## src/rtl/router_fsm.sv

```systemverilog
// Packet-reception controller for the 1x3 router: decodes the header address,
// sequences payload/parity loading and stalls while the addressed FIFO is full.
module router_fsm (
  input  logic       clock,
  input  logic       reset,
  input  logic       pkt_valid,
  input  logic [1:0] data_in,
  input  logic       fifo_full,
  input  logic       fifo_empty0,
  input  logic       fifo_empty1,
  input  logic       fifo_empty2,
  input  logic       soft_reset0,
  input  logic       soft_reset1,
  input  logic       soft_reset2,
  input  logic       parity_done,
  input  logic       low_pkt_valid,
  output logic       busy,
  output logic       detect_add,
  output logic       lfd_state,
  output logic       ld_state,
  output logic       laf_state,
  output logic       full_state,
  output logic       write_enb_reg,
  output logic       rst_int_reg
);

  typedef enum logic [2:0] {
    DA  = 3'd0,
    LFD = 3'd1,
    LD  = 3'd2,
    FFS = 3'd3,
    LAF = 3'd4,
    LP  = 3'd5,
    CPE = 3'd6,
    WTE = 3'd7
  } state_t;

  state_t     state, next_state;
  logic [1:0] addr;
  logic       hdr_valid;
  logic       hdr_empty;
  logic       emp_sel;
  logic       soft_sel;

  assign hdr_valid = pkt_valid && (data_in != 2'b11);

  // Header decode looks at the incoming address; WTE and soft reset use the latched one.
  always_comb begin
    hdr_empty = 1'b0;
    emp_sel   = 1'b0;
    soft_sel  = 1'b0;
    case (data_in)
      2'd0:    hdr_empty = fifo_empty0;
      2'd1:    hdr_empty = fifo_empty1;
      2'd2:    hdr_empty = fifo_empty2;
      default: hdr_empty = 1'b0;
    endcase
    case (addr)
      2'd0:    begin emp_sel = fifo_empty0; soft_sel = soft_reset0; end
      2'd1:    begin emp_sel = fifo_empty1; soft_sel = soft_reset1; end
      2'd2:    begin emp_sel = fifo_empty2; soft_sel = soft_reset2; end
      default: begin emp_sel = 1'b0;        soft_sel = 1'b0;        end
    endcase
  end

  // NOTE: sequential state uses non-blocking assignments so every register
  // samples the pre-edge values of the others.
  always_ff @(posedge clock) begin
    if (reset) begin
      state <= DA;
      addr  <= 2'b00;
    end else begin
      state <= next_state;
      if (state == DA && hdr_valid) addr <= data_in;
    end
  end

  // NOTE: next_state gets a default before the case so no path infers a latch.
  always_comb begin
    next_state = state;
    if (state != DA && soft_sel) begin
      next_state = DA;
    end else begin
      case (state)
        DA:  if (hdr_valid) next_state = hdr_empty ? LFD : WTE;
        LFD: next_state = LD;
        LD: begin
          if (fifo_full)       next_state = FFS;
          else if (!pkt_valid) next_state = LP;
        end
        FFS: if (!fifo_full) next_state = LAF;
        LAF: begin
          if (parity_done)        next_state = DA;
          else if (low_pkt_valid) next_state = LP;
          else                    next_state = LD;
        end
        LP:  next_state = CPE;
        CPE: next_state = fifo_full ? FFS : DA;
        WTE: if (emp_sel) next_state = LFD;
        default: next_state = DA;
      endcase
    end
  end

  assign detect_add    = (state == DA);
  assign lfd_state     = (state == LFD);
  assign ld_state      = (state == LD);
  assign laf_state     = (state == LAF);
  assign full_state    = (state == FFS);
  assign rst_int_reg   = (state == CPE);
  assign write_enb_reg = (state == LD) || (state == LAF) || (state == LP);
  assign busy          = !((state == DA) || (state == LD));

endmodule
```

## config.mk

```make
export PLATFORM = sky130hd
export DESIGN_NAME = router_fsm
export DESIGN_NICKNAME = d
export VERILOG_FILES = /design/src/rtl/router_fsm.sv
export SDC_FILE = /design/constraint.sdc
export NUM_CORES = 1
export LEC_CHECK = 0
export ABC_AREA = 1
export ABC_CLOCK_PERIOD_IN_PS = 1500
export BUFFER_PORTS_ARGS = -buffer_cell sky130_fd_sc_hd__buf_2
export CORE_UTILIZATION = 23
export CTS_CLUSTER_SIZE = 30
export DETAILED_ROUTE_END_ITERATION = 12
export PLACE_DENSITY = 0.55
export SLEW_MARGIN = 20
export SYNTH_ARGS = -nofsm -noshare
export SYNTH_HDL_FRONTEND = slang
export SYNTH_SLANG_ARGS = --single-unit
```

## constraint.sdc

```tcl
create_clock -name clock -period 1.5 [get_ports clock]
set_clock_uncertainty 0.2 [all_clocks]
set_input_delay 0.15 -clock clock [delete_from_list [all_inputs] [get_ports clock]]
set_output_delay 0.15 -clock clock [all_outputs]
set_load 0.005 [all_outputs]
```

Word-level counts from Yosys, hierarchy flattened. Cells that the tools add are included.

Latch bits: 0. Input port bits: 14. Word-level logic and storage cells: 44. Register bits: 5. Memories kept: 0. Output and inout bits: 8. RAM bits: 0. Bits in read-only memories: 0.

Eq/ne operators: 16. Magnitude comparators: 0. Shift operators: 0. Add/sub/neg operators: 0. $mul: 0. Multiplexer cells: 13. Divide/modulo/power cells: 0. Bitwise gates (word level): 0. Reduce and logical (&&, ||, !) cells: 13.

Operator list (count): $mux W3 (8); $pmux W3 S8 (1); $eq A3 B3 Y1 const B (4); $pmux W1 S3 (3); $eq A3 B2 Y1 const B (2); $ne A2 B2 Y1 const B (3); $eq A2 B1 Y1 const B (2); $eq A2 B2 Y1 const B (2); $logic_not A2 Y1 (2); $reduce_and A4 Y1 (1); $eq A3 B1 Y1 const B (1); $logic_and A1 B1 Y1 (3); $logic_not A3 Y1 (1); $logic_or A1 B1 Y1 (3); $ne A3 B3 Y1 const B (1); $reduce_bool A3 Y1 (1); $mux W2 (1); $ne A2 B1 Y1 const B (1); $reduce_or A2 Y1 (1); $logic_not A1 Y1 (1).

Longest topological paths before layout.
Depth in word-level cells: 5. Mapped depth: 8. Gate-level depth less buffers: 8.

Worst setup path after synthesis. Ideal clock, no wire load.

Kind: register -> register. Start point: reg state[0]. End point: reg state[1]. Setup time: 0.111 ns. Period minus slack after synthesis: 1.270 ns. Stages on the path, launching flop included: 8. Arrival time: 0.959 ns. Buffers on the path: 0. Setup slack: 0.230 ns. Data required time: 1.189 ns. Path through: dfxtp_1 -> nor2_4 -> nand3_1 -> nand2_1 -> nor2_2 -> nand2_1 -> nor2_1 -> nor2_1.

Longest elaborated chain between the ends: 3. Elaborated cells between the ends (all ways): 17. Classes of those cells: eq/ne: 11; mux: 1; reduce/logical: 5.

RTL lines: from (decl) (line 38) `state_t state, next_state;`; from (signal assigned) (line 73) `state <= next_state;`; $eq A3 B2 Y1, or another cell as far along (line 84) `case (state)`; $ne A3 B3 Y1 (no line), or another cell as far along; $reduce_and A4 Y1 (no line) / $reduce_or A2 Y1 (equally long branches).

Several ways; a longest one is shown, not always the timed one. A chain may end at the register's enable or synchronous reset.

Worst setup path after layout.
Start point: reg state[2]. End point: out write_enb_reg.

Longest elaborated chain between the ends: 3. Elaborated cells between the ends (all ways): 5. Classes of those cells: eq/ne: 3; reduce/logical: 2.

RTL lines: $eq A3 B2 Y1 / $eq A3 B3 Y1 (equally long branches) (line 111) `assign write_enb_reg = (state == LD) || (state == LAF) || (state == LP);`; $logic_or A1 B1 Y1 (line 111); $logic_or A1 B1 Y1 * (line 111); to (decl) (line 23) `output logic write_enb_reg,`.

Every way passes the cells marked *; elsewhere a longest branch is shown, timed or not.

==> flow_summary_export.csv <==
group,metric,value,unit
logic_synthesis,avgSynthCellArea,5.21,µm²
setup_path,crit_family,"simple AND/OR/NAND/NOR gates",
setup_path,crit_path_max_incr_delay,0.35,ns
setup_path,rrSetupSlack,0.13,ns
logic_synthesis,ys_types,16,
cts,clkTransAtPathRegs,0.04,ns
floorplanning,start_util,0.250,
drt,detail_route.wl_per_cell,8.70,µm
run_status,status,"finished, final reports clean",
setup_path,cp.depth,6,
timing,fin_ws,0.0443,ns
final_layout,drive_gt1_frac,0.336,
place,post-place-ws,0.0991,ns
grt,track_usage,0.112,
timing,final-hold-violation-count,0,
logic_synthesis,synth_mux_area_frac,0,
setup_path,r2r_start,"state[0]$_SDFFE_PP0P_",
setup_path,cp-startpoint,"state[2]$_SDFFE_PP0P_",
drt,antenna_left,0,
pwr,p_total,0.00151,W
setup_path,endpoint_kind,"output port",
grt,grt_max_degree,9,
final_layout,nFillCells,235,
setup_path,path_class,"reg2out",
cts,cts_htree_levels,1,
timing,relSlewSlack,0.886,
drt,dr.pass1.iters,4,
setup_path,path_cells,"nor2_4 > inv_2 > nor2_2 > nor2_1 > nand2_1 > buf_2",
timing,fmaxAchievable,687,MHz
timing,post-route-min-period,1.46,ns
drt,viasPerCell,4.31,
drt,vias,655,
logic_synthesis,synth_area,500,µm²
logic_synthesis,synth_compound_area_frac,0.0300,
run,drv_cap,0,
worst_hold_path,min_path_type,"in2reg",
cts,cts_buffer_depth,2,
cts,cts_root_buf,"clkbuf_4",
floorplanning,core_area,2000,µm²
pwr,p_per_area,2060,nW/µm²
timing,setup_viol,0,
grt,grt_pass1_vias,535,
setup_path,crit_fanout,3,
cts,cts_tree,"done",
floorplanning,num_io_pins,22,
drt,drc_errors,0,
place,place_inst,143,
setup_path,required,1.15,ns
logic_synthesis,synth_adder_area_share,0,
pwr,leakage,0.436,nW
place,dpl.hpwl,1090,µm
place,portBuffers,21,
final_layout,antenna_cells,0,
timing,final_max_slew_viol_count,0,
floorplanning,num_rows,16,
logic_synthesis,syn_inst,96,
place,gp_congestion,0.879,
logic_synthesis,yosys.area_share.simple,0.625,
logic_synthesis,yosysSeqAreaShare,0.200,
cts,cts.sinks,5,
pwr,ir_worst_vdd,763,µV
logic_synthesis,synth_top_family_by_area,"simple AND/OR/NAND/NOR gates",
floorplanning,die_x,48.6,µm
setup_path,r2r-end,"state[2]$_SDFFE_PP0P_",
logic_synthesis,yosysWarnings,0,
grt,grt_pass1_wl,2100,µm
setup_path,cp_data_arrival_time,1.11,ns
cts,cts_buffers,3,
final_layout,area_growth,47.0,%
drt,drtIter0Drc,12,
setup_path,path_buf_inv,2,
cts,clk_latency,0.24,ns
grt,antenna_found_initial,0,
setup_path,critical_path.startpoint_type,"register",
final_layout,fin_cells,152,
logic_synthesis,synth-xor-area-share,0,
logic_synthesis,synthesis.nets,110,
final_layout,fin_nets,140,
drt,routed_wl,1320,µm
setup_path,worstSetupEndpoint,"write_enb_reg",
timing,period_share,0.970,
timing,tightest_slew,0.170,ns
grt,grt_overflow,0,
logic_synthesis,synth_seq_cells,5,
timing,rsz0062_at_grt,"yes",
floorplanning,die_h,48.6,µm
setup_path,cp_slowest_cell,"dfxtp_4",
setup_path,r2r_cells,7,
floorplanning,die-area,2370,µm²
## cell type report
cell class / count / area, µm² / share of cell area
clock buffer: 4 / 26.3 / 0.0357
sequential: 5 / 109 / 0.148
multi-input combinational: 74 / 333 / 0.452
inverter: 15 / 56.3 / 0.0765
tap: 27 / 33.8 / 0.0459
timing repair buffer: 27 / 178 / 0.241
## metal layers
metal,GRT usage,up-vias,wire (µm)
li1,-,356,-
met2,0.185,25,619
met4,0.0343,0,33
met3,0.0346,4,69
met5,0,-,0
met1,0.138,270,600
## cell usage in the layout, fill, tap and decap left out
master         count
inv_1             11
dfxtp_1            2
nand4_1            2
dfxtp_2            1
dfxtp_4            2
nor2_4             1
inv_2              4
nor2_1            20
o21ai_0            2
buf_12             2
nand3_2            1
nor2_2             3
clkbuf_4           3
nand3_1           16
buf_2             21
nand2_2            1
nor3_1             2
dlygate4sd3_1      1
a21oi_1            1
buf_4              3
clkbuf_1           1
nand2_1           25
## state kept, by name, summed over array words and instances, names as in the netlist
name   cells
state      3
addr       2
## through the flow
stage	util	hold slack [ns]	instance area [µm²]	TNS, ns
finish	0.368	0.0143	736	0
floorplan	-	0.0921	500	0
global route	0.368	0.0114	736	-0.0401
global placement	0.315	0.223	631	0
CTS	0.346	0.0104	693	0
detailed placement	0.315	0.236	631	0
## cell families after synthesis
logic type,count (synthesis)
buffers and inverters,17
flip-flops,5
AND/OR/NAND/NOR,71
AO/OA/AOI/OAI,3
## worst min-delay path by stage
stage / startpoint / end / slack, ns / cells after the start
after floorplan: data_in[0] / addr[0]$_SDFFE_PP0P_ / 0.09 / 2
after global placement: reset / addr[1]$_SDFFE_PP0P_ / 0.22 / 4
after detailed placement: reset / addr[1]$_SDFFE_PP0P_ / 0.24 / 4
after CTS: data_in[0] / addr[0]$_SDFFE_PP0P_ / 0.01 / 3
after global routing: data_in[0] / addr[0]$_SDFFE_PP0P_ / 0.01 / 3
final: data_in[0] / addr[0]$_SDFFE_PP0P_ / 0.01 / 3
## timing repair
item / 4_1_cts / 5_1_grt
resized for setup: 4 / 4
hold endpoints to repair: 2 / 0
setup buffers: 1 / 3
setup endpoints to repair: 2 / 3
hold buffers: 1 / 0
pin swaps: 1 / 2
## cell usage after synthesis
master / number / area (µm²)
nand2_1: 25 / 93.8
buf_6: 1 / 11.3
nor2_1: 22 / 82.6
nand3_1: 16 / 80.1
nand2_2: 1 / 6.26
nor3_1: 2 / 10.0
nand4_1: 2 / 12.5
dfxtp_1: 5 / 100
a21oi_1: 1 / 5.00
nor2_2: 1 / 6.26
nand3_2: 1 / 10.0
nor2_4: 1 / 11.3
o21ai_0: 2 / 10.0
inv_1: 12 / 45.0
buf_2: 1 / 5.00
inv_2: 3 / 11.3
## where the power goes
group	switching, W	internal [W]	total (W)
combinational	0.000548	0.000500	0.00105
sequential	0.0000978	0.000212	0.000310
clock	0.0000538	0.000100	0.000154
total	0.000699	0.000813	0.00151
## worst reg2reg max path, delay by kind of cell (launching register included)
kind,cells,cell delay [ns]
buffers and inverters,1,0.14
flip-flops,1,0.37
AND/OR/NAND/NOR,6,0.55
Note: power is estimated with default switching activity, not from simulation.
